==> src/rtl/cp0_exc_unit_if.sv <==
// cp0_exc_unit_if -- commit-side bundle between the pipeline and the CP0
// exception unit, plus the shared exception record type.
//
// Package cp0_exc_pkg:
//   exception_t : commit-point exception record
//                 (valid, location, pc, in_delay_slot, code, badvaddr)
//   CODE_*      : ExcCode values used by the pipeline
//   EXC_VECTOR  : general exception vector (BEV=1 space)
//
// Interface signals:
//   exc            : commit-point exception record        (master -> slave)
//   eret           : ERET committing this cycle            (master -> slave)
//   cp0_we         : MTC0 commit                           (master -> slave)
//   cp0_waddr      : MTC0 register number                  (master -> slave)
//   cp0_wdata      : MTC0 data                             (master -> slave)
//   cp0_raddr      : MFC0 register number                  (master -> slave)
//   ext_int        : HW5..HW0 interrupt lines, level       (master -> slave)
//   cp0_rdata      : MFC0 data, combinational              (slave -> master)
//   int_pending    : enabled, unmasked interrupt pending   (slave -> master)
//   status_exl     : current Status.EXL                    (slave -> master)
//   redirect_valid : one-cycle fetch restart pulse         (slave -> master)
//   redirect_pc    : fetch restart address                 (slave -> master)

package cp0_exc_pkg;

    typedef struct packed {
        logic        valid;
        logic [1:0]  location;
        logic [31:0] pc;
        logic        in_delay_slot;
        logic [4:0]  code;
        logic [31:0] badvaddr;
    } exception_t;

    localparam logic [4:0] CODE_INT  = 5'd0;
    localparam logic [4:0] CODE_MOD  = 5'd1;
    localparam logic [4:0] CODE_TLBL = 5'd2;
    localparam logic [4:0] CODE_TLBS = 5'd3;
    localparam logic [4:0] CODE_ADEL = 5'd4;
    localparam logic [4:0] CODE_ADES = 5'd5;
    localparam logic [4:0] CODE_SYS  = 5'd8;
    localparam logic [4:0] CODE_BP   = 5'd9;
    localparam logic [4:0] CODE_RI   = 5'd10;
    localparam logic [4:0] CODE_OV   = 5'd12;

    localparam logic [31:0] EXC_VECTOR = 32'hbfc0_0380;

endpackage

interface cp0_exc_unit_if;

    cp0_exc_pkg::exception_t exc;
    logic        eret;
    logic        cp0_we;
    logic [4:0]  cp0_waddr;
    logic [31:0] cp0_wdata;
    logic [4:0]  cp0_raddr;
    logic [5:0]  ext_int;
    logic [31:0] cp0_rdata;
    logic        int_pending;
    logic        status_exl;
    logic        redirect_valid;
    logic [31:0] redirect_pc;

    modport master (
        output exc, eret, cp0_we, cp0_waddr, cp0_wdata, cp0_raddr, ext_int,
        input  cp0_rdata, int_pending, status_exl, redirect_valid, redirect_pc
    );

    modport slave (
        input  exc, eret, cp0_we, cp0_waddr, cp0_wdata, cp0_raddr, ext_int,
        output cp0_rdata, int_pending, status_exl, redirect_valid, redirect_pc
    );

endinterface

==> src/rtl/cp0_exc_unit.sv <==
// cp0_exc_unit -- Coprocessor-0 exception commit unit.
//
// Holds BadVAddr, Count, Compare, Status, Cause and EPC; commits the
// pipeline's exception record and ERET, and issues a registered one-cycle
// fetch redirect. Reports a pending, enabled interrupt upstream.
//
// Parameters:
//   COUNT_DIV : Count increments once every COUNT_DIV cycles (1 or 2).
// Configuration macro:
//   CP0_TIMER_INT_EN : when defined, Count==Compare raises Cause.TI, which is
//                      ORed into IP[7]; an MTC0 to Compare clears it. When
//                      undefined, TI stays 0.
// Ports:
//   clk   : clock
//   reset : asynchronous, active-high reset
//   bus   : cp0_exc_unit_if.slave (commit record, ERET, MTC0/MFC0,
//           interrupt lines, redirect and status outputs)

module cp0_exc_unit #(
    parameter int unsigned COUNT_DIV = 2
) (
    input  logic             clk,
    input  logic             reset,
    cp0_exc_unit_if.slave    bus
);

    import cp0_exc_pkg::*;

    localparam logic [4:0] REG_BADVADDR = 5'd8;
    localparam logic [4:0] REG_COUNT    = 5'd9;
    localparam logic [4:0] REG_COMPARE  = 5'd11;
    localparam logic [4:0] REG_STATUS   = 5'd12;
    localparam logic [4:0] REG_CAUSE    = 5'd13;
    localparam logic [4:0] REG_EPC      = 5'd14;

    logic [31:0] badvaddr_q,       badvaddr_d;
    logic [31:0] count_q,          count_d;
    logic        count_phase_q,    count_phase_d;
    logic [31:0] compare_q,        compare_d;
    logic        status_bev_q,     status_bev_d;
    logic [7:0]  status_im_q,      status_im_d;
    logic        status_exl_q,     status_exl_d;
    logic        status_ie_q,      status_ie_d;
    logic        cause_bd_q,       cause_bd_d;
    logic        cause_ti_q,       cause_ti_d;
    logic [1:0]  cause_ip_sw_q,    cause_ip_sw_d;
    logic [5:0]  cause_ip_hw_q,    cause_ip_hw_d;
    logic [4:0]  cause_exccode_q,  cause_exccode_d;
    logic [31:0] epc_q,            epc_d;
    logic        redirect_valid_q, redirect_valid_d;
    logic [31:0] redirect_pc_q,    redirect_pc_d;

    logic        wr_count, wr_compare, wr_status, wr_cause, wr_epc;
    logic        count_tick;
    logic [31:0] count_inc;
    logic        badvaddr_code;
    logic [7:0]  cause_ip;
    logic        unused_location;

    assign unused_location = ^bus.exc.location;

    assign wr_count   = bus.cp0_we && (bus.cp0_waddr == REG_COUNT);
    assign wr_compare = bus.cp0_we && (bus.cp0_waddr == REG_COMPARE);
    assign wr_status  = bus.cp0_we && (bus.cp0_waddr == REG_STATUS);
    assign wr_cause   = bus.cp0_we && (bus.cp0_waddr == REG_CAUSE);
    assign wr_epc     = bus.cp0_we && (bus.cp0_waddr == REG_EPC);

    // With a divide of 1 the phase bit is unused and Count ticks every cycle.
    assign count_tick = (COUNT_DIV == 1) ? 1'b1 : count_phase_q;
    assign count_inc  = count_q + 32'd1;

    assign badvaddr_code = (bus.exc.code == CODE_ADEL) || (bus.exc.code == CODE_ADES) ||
                           (bus.exc.code == CODE_TLBL) || (bus.exc.code == CODE_TLBS) ||
                           (bus.exc.code == CODE_MOD);

    // IP[7] merges the HW5 line with the timer flag (held 0 without the timer).
    assign cause_ip = {cause_ip_hw_q[5] | cause_ti_q, cause_ip_hw_q[4:0], cause_ip_sw_q};

    always_comb begin
        badvaddr_d       = badvaddr_q;
        count_d          = count_q;
        count_phase_d    = count_phase_q;
        compare_d        = compare_q;
        status_bev_d     = status_bev_q;
        status_im_d      = status_im_q;
        status_exl_d     = status_exl_q;
        status_ie_d      = status_ie_q;
        cause_bd_d       = cause_bd_q;
        cause_ti_d       = cause_ti_q;
        cause_ip_sw_d    = cause_ip_sw_q;
        cause_ip_hw_d    = bus.ext_int;
        cause_exccode_d  = cause_exccode_q;
        epc_d            = epc_q;
        redirect_valid_d = 1'b0;
        redirect_pc_d    = redirect_pc_q;

        // MTC0 first; an exception or ERET below overrides the fields it owns.
        if (wr_status) begin
            status_bev_d = bus.cp0_wdata[22];
            status_im_d  = bus.cp0_wdata[15:8];
            status_exl_d = bus.cp0_wdata[1];
            status_ie_d  = bus.cp0_wdata[0];
        end
        if (wr_cause) begin
            cause_ip_sw_d = bus.cp0_wdata[9:8];
        end
        if (wr_epc) begin
            epc_d = bus.cp0_wdata;
        end
        if (wr_compare) begin
            compare_d = bus.cp0_wdata;
        end

        if (wr_count) begin
            count_d       = bus.cp0_wdata;
            count_phase_d = 1'b0;
        end else begin
            if (COUNT_DIV != 1) begin
                count_phase_d = ~count_phase_q;
            end
            if (count_tick) begin
                count_d = count_inc;
            end
        end

`ifdef CP0_TIMER_INT_EN
        if (wr_compare) begin
            cause_ti_d = 1'b0;
        end else if (!wr_count && count_tick && (count_inc == compare_q)) begin
            cause_ti_d = 1'b1;
        end
`else
        cause_ti_d = 1'b0;
`endif

        if (bus.exc.valid) begin
            // A nested exception keeps the original EPC/BD.
            if (!status_exl_q) begin
                epc_d      = bus.exc.in_delay_slot ? (bus.exc.pc - 32'd4) : bus.exc.pc;
                cause_bd_d = bus.exc.in_delay_slot;
            end
            cause_exccode_d  = bus.exc.code;
            status_exl_d     = 1'b1;
            if (badvaddr_code) begin
                badvaddr_d = bus.exc.badvaddr;
            end
            redirect_valid_d = 1'b1;
            redirect_pc_d    = EXC_VECTOR;
        end else if (bus.eret) begin
            status_exl_d     = 1'b0;
            redirect_valid_d = 1'b1;
            redirect_pc_d    = epc_q;
        end
    end

    always_ff @(posedge clk or posedge reset) begin
        if (reset) begin
            badvaddr_q       <= '0;
            count_q          <= '0;
            count_phase_q    <= 1'b0;
            compare_q        <= '0;
            status_bev_q     <= 1'b1;
            status_im_q      <= '0;
            status_exl_q     <= 1'b0;
            status_ie_q      <= 1'b0;
            cause_bd_q       <= 1'b0;
            cause_ti_q       <= 1'b0;
            cause_ip_sw_q    <= '0;
            cause_ip_hw_q    <= '0;
            cause_exccode_q  <= '0;
            epc_q            <= '0;
            redirect_valid_q <= 1'b0;
            redirect_pc_q    <= '0;
        end else begin
            badvaddr_q       <= badvaddr_d;
            count_q          <= count_d;
            count_phase_q    <= count_phase_d;
            compare_q        <= compare_d;
            status_bev_q     <= status_bev_d;
            status_im_q      <= status_im_d;
            status_exl_q     <= status_exl_d;
            status_ie_q      <= status_ie_d;
            cause_bd_q       <= cause_bd_d;
            cause_ti_q       <= cause_ti_d;
            cause_ip_sw_q    <= cause_ip_sw_d;
            cause_ip_hw_q    <= cause_ip_hw_d;
            cause_exccode_q  <= cause_exccode_d;
            epc_q            <= epc_d;
            redirect_valid_q <= redirect_valid_d;
            redirect_pc_q    <= redirect_pc_d;
        end
    end

    always_comb begin
        bus.cp0_rdata = '0;
        unique case (bus.cp0_raddr)
            REG_BADVADDR: bus.cp0_rdata = badvaddr_q;
            REG_COUNT:    bus.cp0_rdata = count_q;
            REG_COMPARE:  bus.cp0_rdata = compare_q;
            REG_STATUS:   bus.cp0_rdata = {9'b0, status_bev_q, 6'b0, status_im_q,
                                           6'b0, status_exl_q, status_ie_q};
            REG_CAUSE:    bus.cp0_rdata = {cause_bd_q, cause_ti_q, 14'b0, cause_ip,
                                           1'b0, cause_exccode_q, 2'b0};
            REG_EPC:      bus.cp0_rdata = epc_q;
            default:      bus.cp0_rdata = '0;
        endcase
    end

    assign bus.int_pending    = status_ie_q & ~status_exl_q & (|(cause_ip & status_im_q));
    assign bus.status_exl     = status_exl_q;
    assign bus.redirect_valid = redirect_valid_q;
    assign bus.redirect_pc    = redirect_pc_q;

endmodule

==> src/flat_wrapper.sv <==
// flat-port wrapper written by rule: the top's interface ports become plain ports
module cp0_exc_unit_flat import cp0_exc_pkg::*;
#(
    parameter int unsigned COUNT_DIV = 2
)
  (clk, reset, bus_exc, bus_eret, bus_cp0_we, bus_cp0_waddr, bus_cp0_wdata, bus_cp0_raddr, bus_ext_int, bus_cp0_rdata, bus_int_pending, bus_status_exl, bus_redirect_valid, bus_redirect_pc);
  cp0_exc_unit_if bus_i ();
  input  logic clk;
  input  logic reset;
  input wire logic [$bits(bus_i.exc)-1:0] bus_exc;
  input wire logic [$bits(bus_i.eret)-1:0] bus_eret;
  input wire logic [$bits(bus_i.cp0_we)-1:0] bus_cp0_we;
  input wire logic [$bits(bus_i.cp0_waddr)-1:0] bus_cp0_waddr;
  input wire logic [$bits(bus_i.cp0_wdata)-1:0] bus_cp0_wdata;
  input wire logic [$bits(bus_i.cp0_raddr)-1:0] bus_cp0_raddr;
  input wire logic [$bits(bus_i.ext_int)-1:0] bus_ext_int;
  output wire logic [$bits(bus_i.cp0_rdata)-1:0] bus_cp0_rdata;
  output wire logic [$bits(bus_i.int_pending)-1:0] bus_int_pending;
  output wire logic [$bits(bus_i.status_exl)-1:0] bus_status_exl;
  output wire logic [$bits(bus_i.redirect_valid)-1:0] bus_redirect_valid;
  output wire logic [$bits(bus_i.redirect_pc)-1:0] bus_redirect_pc;
  assign bus_i.exc = bus_exc;
  assign bus_i.eret = bus_eret;
  assign bus_i.cp0_we = bus_cp0_we;
  assign bus_i.cp0_waddr = bus_cp0_waddr;
  assign bus_i.cp0_wdata = bus_cp0_wdata;
  assign bus_i.cp0_raddr = bus_cp0_raddr;
  assign bus_i.ext_int = bus_ext_int;
  assign bus_cp0_rdata = bus_i.cp0_rdata;
  assign bus_int_pending = bus_i.int_pending;
  assign bus_status_exl = bus_i.status_exl;
  assign bus_redirect_valid = bus_i.redirect_valid;
  assign bus_redirect_pc = bus_i.redirect_pc;
  cp0_exc_unit #(.COUNT_DIV(COUNT_DIV)) u_core (.clk(clk), .reset(reset), .bus(bus_i));
endmodule
==> config.mk <==
export PLATFORM = sky130hd
export DESIGN_NAME = cp0_exc_unit_flat
export DESIGN_NICKNAME = d
export VERILOG_FILES = /design/src/rtl/cp0_exc_unit_if.sv /design/src/rtl/cp0_exc_unit.sv /design/src/flat_wrapper.sv
export SDC_FILE = /design/constraint.sdc
export NUM_CORES = 1
export LEC_CHECK = 0
export BUFFER_PORTS_ARGS = -buffer_cell sky130_fd_sc_hd__buf_2
export CORE_ASPECT_RATIO = 0.75
export CORE_MARGIN = 2
export CORE_UTILIZATION = 40
export CTS_CLUSTER_DIAMETER = 60
export DETAILED_ROUTE_END_ITERATION = 8
export PLACE_DENSITY = 0.64
export SLEW_MARGIN = 25
export SYNTH_ARGS = -nofsm -noshare
export SYNTH_HDL_FRONTEND = slang
export SYNTH_SLANG_ARGS = --single-unit
==> constraint.sdc <==
create_clock -name clk -period 6.3 [get_ports clk]
set_clock_uncertainty 0.1 [all_clocks]
set_input_delay 0.63 -clock clk [delete_from_list [all_inputs] [get_ports clk]]
set_output_delay 0.63 -clock clk [all_outputs]
set_load 0.1 [all_outputs]
# Word level (Yosys, flattened, before mapping)
# Index checks and enable logic that the tools add are counted.
classes:
  n_bitwise: 5
  muxes: 15
  n_reduce_logical: 15
  add_sub_neg: 2
  n_eq_ne: 16
op_table:
  columns: ["op", "count"]
  rows:
  - ["2-to-1 mux 32 bit", 8]
  - ["case mux 32 bit (6 select lines)", 1]
  - ["equality test 5 x 4 -> 1 bit (second input constant)", 11]
  - ["adder 32 x 1 -> 32 bit (second input constant)", 1]
  - ["subtractor 32 x 3 -> 32 bit (second input constant)", 1]
  - ["equality test 5 x 2 -> 1 bit (second input constant)", 2]
  - ["equality test 5 x 3 -> 1 bit (second input constant)", 2]
  - ["bitwise AND 8 bit", 1]
  - ["OR reduction 8 bit", 1]
  - ["2-to-1 mux 1 bit", 6]
  - ["equality test 5 x 1 -> 1 bit (second input constant)", 1]
  - ["logical AND 1 bit", 5]
  - ["logical OR 1 bit", 4]
  - ["AND reduction 2 bit", 2]
  - ["nonzero test 2 bit", 2]
  - ["nonzero test 3 bit", 1]
  - ["bitwise AND 1 bit", 2]
  - ["NOT 1 bit", 2]
totals:
  input_bits: 125
  ff_bits: 187

# Depth between registers and ports, before layout
logic_depth:
  ltp_word: 6
  mapped_depth: 8
  mapped_depth_nobuf: 7

# Least setup slack after synthesis
# Ideal clock, no wire load.
synth_timing:
  path_type: "reg2out"
  startpoint: "register u_core.status_exl_q (netlist: u_core.bus.status_exl)"
  endpoint: "output port bus_int_pending"
  slack_ns: 2.315
  t_required_ns: 5.570
  arrival_time_ns: 3.255
  path_stages_with_launch: 2
  path_cell_list: "dfrtp_1 -> a311oi_1"
synth_via:
  elab_chain_len: 3
synth_rtl:
  columns: ["item", "line", "text"]
  rows:
  - ["start, declared", "cp0_exc_unit.sv:42", "logic status_exl_q, status_exl_d;"]
  - ["start signal, assigned", "cp0_exc_unit.sv:181", "status_exl_q <= status_exl_d;"]
  - ["NOT 1 bit", "cp0_exc_unit.sv:209", "assign bus.int_pending = status_ie_q & ~status_exl_q & (|(cause_ip & status_im_q));"]
  - ["bitwise AND 1 bit (2 in a row)", "cp0_exc_unit.sv:209", null]
  - ["end, declared", "flat_wrapper.sv:18", "output wire logic [$bits(bus_i.int_pending)-1:0] bus_int_pending;"]
# No other way between the ends.

# Final worst setup path
layout_timing:
  startpoint: "input port bus_cp0_raddr[1]"
  endpoint: "output port bus_cp0_rdata[22]"
layout_via:
  elab_chain_len: 2
  elab_cells_between_ends: 7
  classes_between: "eq/ne: 6; mux: 1"
layout_rtl:
  columns: ["item", "line", "text"]
  rows:
  - ["start, declared", "flat_wrapper.sv:15", "input wire logic [$bits(bus_i.cp0_raddr)-1:0] bus_cp0_raddr;"]
  - ["equality test 5 x 4 -> 1 bit", "cp0_exc_unit.sv:196", "unique case (bus.cp0_raddr)"]
  - ["case mux 32 bit (6 select lines) (*)", "cp0_exc_unit.sv:196", null]
  - ["end, declared", "flat_wrapper.sv:17", "output wire logic [$bits(bus_i.cp0_rdata)-1:0] bus_cp0_rdata;"]
# Every way passes the cells marked *; elsewhere a longest branch is shown, timed or not.

==> results.toml <==
[run]
maxCapViolations = 0

[global_routing]
grt_max_degree = 128
grt_pass1_vias = 7349
grt_pass1_wl_um = 42600
grt.total_usage_pct = 23.0
antenna_found_initial = 0
globalRoute.totalOverflow = 0

[sta]
max_freq_ghz = 0.272
fin_setup_tns_ns = 0
setup_viol = 0
rsz0062_at_grt = "false"
hold_viol_final = 0
relSlewSlack_pct = 32.6
slew_viol_final = 0
fin_crit_sh_pct = 58.4
max_slew.worst_pin.slew_ns = 1.01
min_period_ns = 3.68

[min_path]
min_from = "bus_ext_int[2]"
whs_endpoint = "u_core.cause_ip_hw_q[2]"
min_path_cells = 1
worstHoldPathType = "input port to flip-flop"

[logic_synthesis]
ys_types = 51
yosysTopAreaCell = "dfrtp_1"
syn_area_per_cell_um2 = 10.9
yosysSeqAreaShare_pct = 50.2
syn_inst = 853
ys_ff_latch = 187
ys.flop_type = "dfrtp_1"
synth_fp_nets = 980
synth.top_cell.area_share_pct = 49.9
async_flop_share_pct = 100
synth_edf_count = 0
syn-cell-area_um2 = 9330
synth_area_leaders = "dfrtp_1, mux2_2, a22oi_1"
ys_warn_count = 0

[drt]
drt_iter0_markers = 540
drc = 0
avgViaCountPerCell = 5.59
num_vias = 7444
drtPass1Iterations = 5
wl_um = 28000
ant_nets = 0
wire_per_inst_um = 21.1

[worst_setup_path]
reg2reg_to = "u_core.count_q[31]"
crit_arrival_ns = 2.95
end_kind = "primary output"
rrSetupSlack_ns = 3.91
critPathKind = "input port to primary output"
crit_start = "bus_cp0_raddr[1]"
crit_path_start_kind = "input port"
rr_worst_depth = 5
crit_required_ns = 5.57
crit_path_max_fanout = 20
reg2reg_from = "u_core.count_q[3]"

[power_and_ir_drop]
pwr-share-clk_pct = 33.0
comb_power_share_pct = 21.7
intPower_uw = 2400
pwr_density_cell_nw_per_um2 = 320
peakVddDrop_mv = 0.185
sequentialPowerShare_pct = 45.3
power_leakage_uw = 0.00505
swShare_pct = 33.1
p_switching_uw = 1190
finalPower_uw = 3590

[cts]
cts_buffer_depth = 2
post_cts_buffers = 0
cts_hold_buf = 0
cts_tree = "built"
cts_max_level = 4
numCtsBuffers = 17
cts_root_buf = "clkbuf_16"
ctsResizeCount = 0
clkTransAtPathRegs_ns = 0.07
clock_latency_ns = 0.45
clock_sinks = 187

[final_layout]
nFillCells = 2156
seq_area_um2 = 4680
multiInputGateArea_um2 = 4460
area_growth_pct = 20.4
fin_area_um2 = 11200
n_antenna_cell = 0
fin_nets = 1146
drive_gt1_share_pct = 35.1

[die]
die_w_um = 180
core_area_um2 = 22900
start_util_pct = 40.7
rows = 48
die_y_um = 136
die_area_um2 = 24600
io_pins = 192

[placed_design]
io_buffer_count = 189
dp_hpwl_um = 18800
place_area_um2 = 10600
gp_congestion = 0.791

[outcome]
outcome = "finished clean"
[power groups by stage]
stage | Sequential [µW] | Combinational, µW | Clock (µW)
after floorplan | 1730 | 463 | 0
after detailed placement | 1640 | 778 | 0
final | 1630 | 780 | 1180
after global placement | 1630 | 762 | 0
after global routing | 1660 | 840 | 1250
after CTS | 1620 | 784 | 1200
[critical path, stage by stage]
cell and delay, ns:
buf_2 0.11, or3b_2 0.52, nor2_4 0.56, buf_4 0.33
a22oi_1 0.12, nand3_1 0.20, buf_2 0.46
[state kept, by name, indices dropped and copies added (netlist names)]
register	count
u_core.status_ie_q	1
u_core.cause_ip_hw_q	6
u_core.epc_q	32
u_core.count_phase_q	1
u_core.compare_q	32
u_core.bus.redirect_pc	32
u_core.badvaddr_q	32
u_core.cause_bd_q	1
u_core.status_bev_q	1
u_core.status_im_q	8
u_core.bus.redirect_valid	1
u_core.bus.status_exl	1
u_core.cause_exccode_q	5
u_core.cause_ip_sw_q	2
u_core.count_q	32
[final cells by class]
class / instances / area share (%)
clock buffer: 19 / 4.03
clock inverter: 12 / 1.65
inverter: 6 / 0.267
multi-input combinational: 605 / 39.7
sequential: 187 / 41.7
tap: 300 / 3.34
timing repair buffer: 202 / 9.29
[per-layer routing]
layer	global-route usage (%)	vias up	part of all wire, %
met3	6.00	26	6.5
met5	0	-	0
met2	34.0	265	43
met4	5.69	0	1.1
met1	33.5	3721	49
li1	-	3432	-
[Yosys cell counts, types with 11 or more instances]
master,count
mux2i_1,33
nor2b_1,14
mux2_2,105
nand2_1,63
nor3_1,14
a211o_1,12
nand4_1,18
nand3_1,23
nor2_1,74
a21oi_1,43
clkbuf_1,37
xor2_1,48
a22oi_1,66
dfrtp_1,186
o21ai_0,11
[worst max path at each step]
stage	depth (start not counted)	to	slack [ns]
2_1_floorplan	1	u_core.badvaddr_q[0]	0.49
3_3_place_gp	7	bus_cp0_rdata[22]	2.32
3_5_place_dp	7	bus_cp0_rdata[22]	2.64
4_1_cts	7	bus_cp0_rdata[22]	2.64
5_1_grt	7	bus_cp0_rdata[22]	2.55
6_report	7	bus_cp0_rdata[22]	2.62
[per-stage QoR]
stage | setup WS [ns] | hold WS, ns | instances | utilization (%)
2_1_floorplan | 0.486 | 0.378 | 853 | -
3_3_place_gp | 2.32 | 0.388 | 1300 | 46.0
3_5_place_dp | 2.64 | 0.394 | 1300 | 46.1
4_1_cts | 2.64 | 0.177 | 1331 | 48.9
5_1_grt | 2.55 | 0.179 | 1331 | 48.9
6_report | 2.62 | 0.193 | 1331 | 48.9
[cell usage in the layout, fill, tap and decap left out, types with 3 or more instances in the layout]
cell type / instances
buf_4: 13
nand2_1: 63
o21ai_0: 11
nand3_1: 22
nand3b_1: 3
nand4b_1: 6
clkbuf_16: 17
nor2_1: 73
xnor2_1: 10
inv_6: 4
a21oi_1: 43
o21ai_1: 10
nor3_1: 11
xor2_1: 48
mux2i_1: 33
a222oi_1: 8
a211o_1: 12
and4_1: 6
and3_1: 5
bufinv_16: 4
a22oi_1: 66
or4_1: 3
nand4_1: 18
buf_2: 189
nor2b_1: 14
mux2_2: 105
inv_1: 5
dfrtp_1: 186
[cell families after synthesis]
family | share of synthesized area (%)
xor gates and xnor gates | 5.45
adders and majority gates | 0.268
and+or+nand+nor | 13.9
AOI/OAI and AO/OA | 11.2
DFF | 50.2
muxes | 16.2
buffers and inverters | 2.75
Power figures use the tool's default switching activity.
